**src/rtl/round_sequencer.sv**
```systemverilog
// round_sequencer: round-robin job arbiter and step sequencer for an
// iterated datapath. One job runs at a time. Each job is a load pulse,
// then one step per iteration, and each step waits for the datapath's
// per-round completion. A job ends with a done pulse that carries the
// err and aborted flags.
module round_sequencer #(
    parameter int N_CH  = 4,
    parameter int CNT_W = 16,
    parameter int CH_W  = (N_CH > 1) ? $clog2(N_CH) : 1
) (
    input  logic                   clk_i,
    input  logic                   rstn_i,
    input  logic [N_CH-1:0]        req_i,
    input  logic [N_CH*CNT_W-1:0]  iter_cnt_i,
    input  logic                   abort_i,
    input  logic                   dp_valid_i,
    output logic [N_CH-1:0]        gnt_o,
    output logic                   busy_o,
    output logic [CH_W-1:0]        ch_id_o,
    output logic                   load_o,
    output logic                   step_o,
    output logic                   last_o,
    output logic                   done_o,
    output logic                   err_o,
    output logic                   aborted_o
);

    typedef enum logic [2:0] {
        IDLE,
        LOAD,
        ISSUE,
        WAIT,
        DONE
    } state_t;

    state_t             state_q, state_d;
    logic [CNT_W-1:0]   rem_q, rem_d;
    logic [CH_W-1:0]    chId_q, chId_d;
    logic [CH_W-1:0]    lastGnt_q, lastGnt_d;
    logic               err_q, err_d;
    logic               aborted_q, aborted_d;

    logic [N_CH-1:0]    gnt_q, gnt_d;
    logic               busy_q, load_q, step_q, last_q, done_q;

    logic               found;
    logic [CH_W-1:0]    sel;
    logic [CH_W-1:0]    cand;
    logic [CNT_W-1:0]   selCnt;

    // Round-robin search: first requesting channel upward from the last grant, wrapping.
    always_comb begin
        found = 1'b0;
        sel   = '0;
        cand  = '0;
        for (int off = 1; off <= N_CH; off++) begin
            cand = CH_W'((int'(lastGnt_q) + off) % N_CH);
            if (!found && req_i[cand]) begin
                found = 1'b1;
                sel   = cand;
            end
        end
        selCnt = iter_cnt_i[int'(sel)*CNT_W +: CNT_W];
    end

    // Next-state logic. Abort overrides dp_valid, and rem never drops below zero.
    always_comb begin
        state_d   = state_q;
        rem_d     = rem_q;
        chId_d    = chId_q;
        lastGnt_d = lastGnt_q;
        err_d     = err_q;
        aborted_d = aborted_q;
        gnt_d     = '0;
        case (state_q)
            IDLE: begin
                if (found) begin
                    chId_d     = sel;
                    lastGnt_d  = sel;
                    rem_d      = selCnt;
                    aborted_d  = 1'b0;
                    gnt_d[sel] = 1'b1;
                    if (selCnt == '0) begin
                        err_d   = 1'b1;
                        state_d = DONE;
                    end else begin
                        err_d   = 1'b0;
                        state_d = LOAD;
                    end
                end
            end
            LOAD: begin
                if (abort_i) begin
                    aborted_d = 1'b1;
                    state_d   = DONE;
                end else begin
                    state_d = ISSUE;
                end
            end
            ISSUE: begin
                if (rem_q != '0) begin
                    rem_d = rem_q - 1'b1;
                end
                if (abort_i) begin
                    aborted_d = 1'b1;
                    state_d   = DONE;
                end else begin
                    state_d = WAIT;
                end
            end
            WAIT: begin
                if (abort_i) begin
                    aborted_d = 1'b1;
                    state_d   = DONE;
                end else if (dp_valid_i) begin
                    state_d = (rem_q == '0) ? DONE : ISSUE;
                end
            end
            DONE: begin
                state_d = IDLE;
            end
            default: begin
                state_d = IDLE;
            end
        endcase
    end

    // State registers and output registers. Outputs are decoded from the state being entered.
    always_ff @(posedge clk_i) begin
        if (!rstn_i) begin
            state_q   <= IDLE;
            rem_q     <= '0;
            chId_q    <= '0;
            lastGnt_q <= CH_W'(N_CH - 1);
            err_q     <= 1'b0;
            aborted_q <= 1'b0;
            gnt_q     <= '0;
            busy_q    <= 1'b0;
            load_q    <= 1'b0;
            step_q    <= 1'b0;
            last_q    <= 1'b0;
            done_q    <= 1'b0;
        end else begin
            state_q   <= state_d;
            rem_q     <= rem_d;
            chId_q    <= chId_d;
            lastGnt_q <= lastGnt_d;
            err_q     <= err_d;
            aborted_q <= aborted_d;
            gnt_q     <= gnt_d;
            busy_q    <= (state_d != IDLE);
            load_q    <= (state_d == LOAD);
            step_q    <= (state_d == ISSUE);
            last_q    <= (state_d == ISSUE) && (rem_d == CNT_W'(1));
            done_q    <= (state_d == DONE);
        end
    end

    assign gnt_o     = gnt_q;
    assign busy_o    = busy_q;
    assign ch_id_o   = chId_q;
    assign load_o    = load_q;
    assign step_o    = step_q;
    assign last_o    = last_q;
    assign done_o    = done_q;
    assign err_o     = err_q;
    assign aborted_o = aborted_q;

endmodule
```
**config.mk**
```make
export PLATFORM = sky130hd
export DESIGN_NAME = round_sequencer
export DESIGN_NICKNAME = d
export VERILOG_FILES = /design/src/rtl/round_sequencer.sv
export SDC_FILE = /design/constraint.sdc
export NUM_CORES = 1
export LEC_CHECK = 0
export BUFFER_PORTS_ARGS = -buffer_cell sky130_fd_sc_hd__buf_2
export CAP_MARGIN = 10
export CORE_ASPECT_RATIO = 1.2
export CORE_MARGIN = 5
export CORE_UTILIZATION = 45
export CTS_CLUSTER_SIZE = 10
export DETAILED_ROUTE_END_ITERATION = 7
export PLACE_DENSITY = 0.72
export SLEW_MARGIN = 40
export SYNTH_ARGS = -nofsm -noshare
export SYNTH_HDL_FRONTEND = slang
export SYNTH_SLANG_ARGS = --single-unit
```
**constraint.sdc**
```tcl
create_clock -name clk_i -period 5.5 [get_ports clk_i]
set_clock_uncertainty 0.2 [all_clocks]
set_input_delay 0.275 -clock clk_i [delete_from_list [all_inputs] [get_ports clk_i]]
set_output_delay 0.275 -clock clk_i [all_outputs]
set_load 0.1 [all_outputs]
```
==> out/qor.csv, run 1 <==
metric,value,unit
status,completed,
Critical Path Most Common Cell,or3_1,
CTS tree,done,
Post-Syn Instances,332,
final-report max-slew violation count,0,
net switching power,0.000446,W
Peak VDD IR,140,µV
worst hold stages,2,
Worst Setup End Kind,flop,
Levels on crit path,10,
share of power burned in registers,0.328,
total power,0.000999,W
initial antenna violation count,0,
XOR/XNOR Fraction of Synth Area,0.00340,
worst path required time,5.51,ns
combinational share of power,0.494,
Post-Layout Cell Count,470,
Worst setup startpoint,rem_q[0]$_SDFF_PN0_,
Final Cycle Share,0.593,
final core utilization,0.553,
Lkg Pwr,1.43,nW
Setup CP Type,flop to flop,
row count,30,
Setup crit start kind,flop,
die height,92.8,µm
# Post-CTS Setup Buffers,0,
Post-synth EDFFs,0,
CP Max Fanout,14,
clock slew at reported path FFs,0.07,ns
#FFs+latches synth,34,
first-pass GRT wire length,13200,µm
synth top area cells,"dfxtp_1, mux2i_1, nor2_1",
DRT iter0 DRCs,204,
H-tree lvl count,2,
RR Startpoint,rem_q[0]$_SDFF_PN0_,
Synth Area in Adders,0.00972,
mean post-synth cell area,7.75,µm²
CP max stage delay,0.46,ns
Post-Syn Area,2570,µm²
Post-DP Area,3020,µm²
Mapped Nets,406,
Tightest Hold Check Type,input pin to flop,
Fmax achieved,306,MHz
Max-Cap Viols,0,
clock network power share,0.178,
Slew headroom,0.429,
GRT Total Usage,0.227,
Routed WL,8510,µm
area fraction in compound gates after synthesis,0.180,
core area,5590,µm²
share of layout cells above drive strength 1,0.276,
vias in the first global route,2749,
DP Wirelength,6640,µm
Crit path arrival time,3.27,ns
RD Place Congestion,0.972,
switching share of total power,0.447,
post-route DRC violation count,0,
"Seq/Total Area, Yosys",0.264,
RSZ-0062 raised after global routing,false,
mux cell area share after synthesis,0.162,
Async SR Flop Fraction,0,
top cell type's share of synthesized area,0.264,
Root Driver,clkbuf_8,
I/O pins,85,
placed cell count,463,
Post-DRT Antenna Nets,0,
final-layout fill cell count,555,
worst path bufs/invs,1,
Syn. warnings,0,
cells on worst reg2reg path,10,
detail-routed via count per cell,6.17,
clk buf depth,2,
Hold Fails Final Rpt,0,
WL per Instance,18.1,µm
CP max stage cell,nand4_1,
die width,79.0,µm
pwr dens,323,nW/µm²
Simple-Gate Fraction of Synth Area,0.334,
crit-path cells,"inv_1, ha_1, nor4b_1, nand4_1, and2_1, nor2b_1, a22o_1, or3_1, or3_1, nor4_2",
Pre-antenna DRT Iters,5,
grt total ovfl,0,
CTS Sinks,34,
Synth Flop Type,dfxtp_1,
Slew @ Worst Pin,0.849,ns
die area,7340,µm²
via count,2900,
"commonest cells after routing, fill and taps aside","buf_2, mux2i_1, nor2_1",
post-synth cell types,60,
Nets,480,
Hold Buf Count CTS,0,
cts bufs inserted,5,
n_diodes,0,
"most common cell after layout, fill and taps aside",buf_2,
final setup TNS,0,ns
hold_sp,rstn_i,
input/output buffers,84,
cell area after layout,3100,µm²
Worst path top cell family by delay,simple AND/OR/NAND/NOR gates,
worst-skew pair later-pin latency,0.29,ns
endpoints failing setup,0,
largest net degree at the start of global routing,28,
Int Pwr,0.000553,W
leading area contributor after synthesis,dfxtp_1,
area delta synth->final,20.3,%
largest family of logic cells by synthesized area,simple AND/OR/NAND/NOR gates,
cts repair resizes,0,
Initial Util,0.460,
Tmin final,3.26,ns
## path summary, 6_finish.rpt
path	endpoint	slack, ns
worst min-delay path	lastGnt_q[1]$_SDFFE_PN1P_	0.07
worst max-delay path	last_o$_SDFF_PN0_	2.24
worst min register to register	ch_id_o[1]$_SDFFE_PN0P_	0.26
worst max register to register	last_o$_SDFF_PN0_	2.24
## cell usage after synthesis, drive strengths merged (7+ instances only)
| cell type | count |
|---|---|
| nand3 | 15 |
| nand2 | 31 |
| nor4 | 7 |
| dfxtp | 34 |
| mux2i | 36 |
| o21ai | 17 |
| clkbuf | 7 |
| nand4 | 9 |
| a21oi | 15 |
| nor2 | 37 |
| nor3 | 21 |
| buf | 12 |
## per-layer routing
metal / share of wire / GRT usage
met4: 0.032 / 0.109
met5: 0 / 0
met1: 0.40 / 0.269
met2: 0.46 / 0.382
met3: 0.11 / 0.0516
## cells by family after synthesis
logic type,count (synthesis)
adders and majority gates,2
DFF,34
buffers and inverters,25
xor gates and xnor gates,1
AOI/OAI and AO/OA,68
muxes,41
and+or+nand+nor,161
## state kept, by name (all words and copies together) (netlist names), 2 cells and up
register,cells
state_q,3
rem_q,16
gnt_o,4
lastGnt_q,2
ch_id_o,2
## layout make-up
type,count,area [µm²],share of cell area
multi-input cells,273,1790,0.578
flip-flops and latches,34,681,0.220
repair buffers,86,443,0.143
well taps,64,80.1,0.0259
clock buffers,5,68.8,0.0222
inverters,6,22.5,0.00728
clock inverters,2,10.0,0.00323
## power by group through the flow
stage	logic, W	clock network, W	registers, W
after global placement	0.000478	0	0.000331
after global routing	0.000531	0.000195	0.000334
final	0.000493	0.000178	0.000328
after floorplan	0.000320	0	0.000374
after detailed placement	0.000486	0	0.000331
after CTS	0.000487	0.000181	0.000326
## metrics by stage
| step | hold slack (ns) | setup slack, ns |
|---|---|---|
| 2_1_floorplan | 0.258 | 2.88 |
| 3_5_place_dp | 0.256 | 2.29 |
| 4_1_cts | 0.0741 | 2.30 |
| 3_3_place_gp | 0.253 | 2.18 |
| 5_1_grt | 0.0870 | 1.98 |
| 6_report | 0.0709 | 2.24 |
Power figures use the tool's default switching activity.
==> inputs of run 2 (changes only) <==
--- a/config.mk
+++ b/config.mk
@@ -12,7 +12,7 @@
 export CORE_UTILIZATION = 45
 export CTS_CLUSTER_SIZE = 10
 export DETAILED_ROUTE_END_ITERATION = 7
-export PLACE_DENSITY = 0.72
+export PLACE_DENSITY = 0.75
 export SLEW_MARGIN = 40
 export SYNTH_ARGS = -nofsm -noshare
 export SYNTH_HDL_FRONTEND = slang
==> constraint.sdc (replaced) <==
create_clock -name clk_i -period 2.7 [get_ports clk_i]
set_clock_uncertainty 0.2 [all_clocks]
set_input_delay 0.135 -clock clk_i [delete_from_list [all_inputs] [get_ports clk_i]]
set_output_delay 0.135 -clock clk_i [all_outputs]
set_load 0.1 [all_outputs]
==> run 2 against run 1 <==
Against the previous run: global-route usage up 1.8 points; maximum frequency rose by 20%; first-iteration DRC count increased by 87%; largest power group unchanged; the flow now finishes with violations (setup timing); largest cell class unchanged; register-to-register slack worse by 2.3 ns; setup slack lost 2.3 ns.
==> out/qor.csv, run 2 (synthesis results as in run 1) <==
metric,value,unit,change
Tightest Hold Check Type,input pin to flop,,
Slew @ Worst Pin,0.568,ns,-0.281 ns
cts bufs inserted,5,,unchanged
post-route worst setup slack,-0.0242,ns,-2.26 ns
cells on worst reg2reg path,8,,-2
Tmin final,2.72,ns,-0.539 ns
clock slew at reported path FFs,0.07,ns,about the same
clk buf depth,2,,unchanged
Final Cycle Share,1.01,,+0.416
Worst setup startpoint,rem_q[4]$_SDFF_PN0_,,
CTS Sinks,34,,unchanged
max reg flops,16,,unchanged
post-route DRC violation count,0,,unchanged
grt met3 use,0.0642,,+0.0126
failing checks,setup timing,,
DP Wirelength,7090,µm,+6.8%
die height,92.8,µm,unchanged
CTS tree,done,,
largest net degree at the start of global routing,27,,-3.6%
final-report max-slew violation count,0,,unchanged
status,finished with violations,,
Pre-antenna DRT Iters,5,,unchanged
Crit path arrival time,2.73,ns,-0.54 ns
Int Pwr,0.00144,W,+160%
first-pass GRT wire length,14300,µm,+8.3%
Root Driver,clkbuf_8,,
share of layout cells above drive strength 1,0.428,,+0.152
area delta synth->final,46.2,%,
row count,30,,unchanged
input/output buffers,84,,unchanged
RSZ-0062 raised after global routing,true,,
n_diodes,0,,unchanged
worst path required time,2.71,ns,-2.80 ns
DRT iter0 DRCs,381,,+87%
Nets,533,,+11%
FF-to-FF setup slack,-0.02,ns,-2.26 ns
Peak VDD IR,337,µV,+140%
RR Startpoint,rem_q[4]$_SDFF_PN0_,,
endpoints failing setup,1,,+1
I/O pins,85,,unchanged
Fmax achieved,367,MHz,+20%
H-tree lvl count,2,,unchanged
share of power burned in registers,0.269,,-0.059
vias in the first global route,2960,,+7.7%
M2 GR Usage,0.414,,+0.0316
largest register by flop count,rem_q,,
Slew headroom,0.618,,+0.189
Setup crit start kind,flop,,
Post-DRT Antenna Nets,0,,unchanged
Hold Fails Final Rpt,0,,unchanged
via count,3252,,+12%
WL per Instance,18.9,µm,+4.5%
core area,5590,µm²,unchanged
Max-Cap Viols,0,,unchanged
Setup CP Type,flop to flop,,
die area,7340,µm²,unchanged
Critical Path Sink,last_o$_SDFF_PN0_,,
die width,79.0,µm,unchanged
GRT Total Usage,0.245,,+0.0184
"commonest cells after routing, fill and taps aside","buf_2, buf_4, nor2_1",,
total power,0.00252,W,+150%
pwr dens,670,nW/µm²,+110%
GR Util met1,0.291,,+0.0214
Lkg Pwr,1.75,nW,+23%
combinational share of power,0.573,,+0.079
grt total ovfl,0,,unchanged
Worst Setup End Kind,flop,,
initial antenna violation count,0,,unchanged
"most common cell after layout, fill and taps aside",buf_2,,
net switching power,0.00108,W,+140%
CP Max Fanout,7,,-7
Initial Util,0.460,,unchanged
detail-routed via count per cell,6.21,,+0.58%
Routed WL,9910,µm,+17%
hold_ws,0.0260,ns,-0.0449 ns
switching share of total power,0.430,,-0.0165
clock network power share,0.158,,-0.020
worst-skew pair later-pin latency,0.29,ns,about the same
grt peak-use layer,met2,,
worst r2r dst,last_o$_SDFF_PN0_,,
RD Place Congestion,1.02,,+4.8%
[run 2: changes by cell type in the layout (fill, tap and decap cells not counted), moves of 3 or more]
cell,change
nor4_1,-3
nor3_1,-5
o21ai_0,-3
o221ai_2,+3
dlygate4sd3_1,+4
buf_4,+45
dfxtp_2,+4
dfxtp_1,-5
o221ai_1,-3
nor3_2,+4
buf_6,+4
[run 2: power groups by stage]
stage          Combinational [W]  Clock, W  Sequential [W]
6_report                 0.00144  0.000399        0.000678
5_1_grt                  0.00152  0.000430        0.000685
4_1_cts                  0.00122  0.000406        0.000650
3_5_place_dp             0.00119         0        0.000657
3_3_place_gp             0.00119         0        0.000656
2_1_floorplan           0.000651         0        0.000761
[run 2: per-layer routing]
layer,wire [µm],vias to the layer above
met5,0,-
li1,-,1489
met1,3670,1467
met4,373,0
met2,4650,252
met3,1220,44
[run 2: worst min-delay path by stage]
stage | from | to | cells past startpoint
floorplan | abort_i | step_o$_SDFF_PN0_ | 3
global route | iter_cnt_i[51] | rem_q[3]$_SDFF_PN0_ | 4
CTS | iter_cnt_i[51] | rem_q[3]$_SDFF_PN0_ | 4
detailed placement | rstn_i | lastGnt_q[1]$_SDFFE_PN1P_ | 2
global placement | rstn_i | lastGnt_q[1]$_SDFFE_PN1P_ | 2
finish | iter_cnt_i[35] | rem_q[3]$_SDFF_PN0_ | 4
[run 2: what timing repair did]
action	4_1_cts	5_1_grt
buffers inserted	0	9
hold buffers	4	0
pin swaps	1	17
endpoints found under the hold margin	5	0
gates resized for setup	7	53
setup endpoints to repair	1	6
[run 2: per-stage QoR]
step | area, µm² | setup slack, ns | utilization | instances | setup TNS (ns)
after floorplan | 2570 | 0.0762 | - | 332 | 0
after global placement | 3300 | -0.137 | 0.591 | 503 | -0.137
after detailed placement | 3300 | -0.131 | 0.591 | 503 | -0.131
after CTS | 3470 | 0.00189 | 0.621 | 515 | 0
after global routing | 3760 | -0.147 | 0.673 | 524 | -0.151
final | 3760 | -0.0242 | 0.673 | 524 | -0.0242
[run 2: final cells by class]
cell class	instances	area (µm²)
multi-input combinational	273	2000
fill	435	1830
timing repair buffer	139	871
sequential	34	689
clock buffer	6	82.6
tap	64	80.1
inverter	6	25.0
clock inverter	2	12.5
[run 2: critical path: stages (launching register included)]
cell	delay, ns
dfxtp_1	0.39
nor4_2	0.38
nand4_1	0.24
and2_4	0.23
nor2b_4	0.13
a22o_1	0.18
or3_1	0.39
or3_4	0.39
nor4_4	0.13
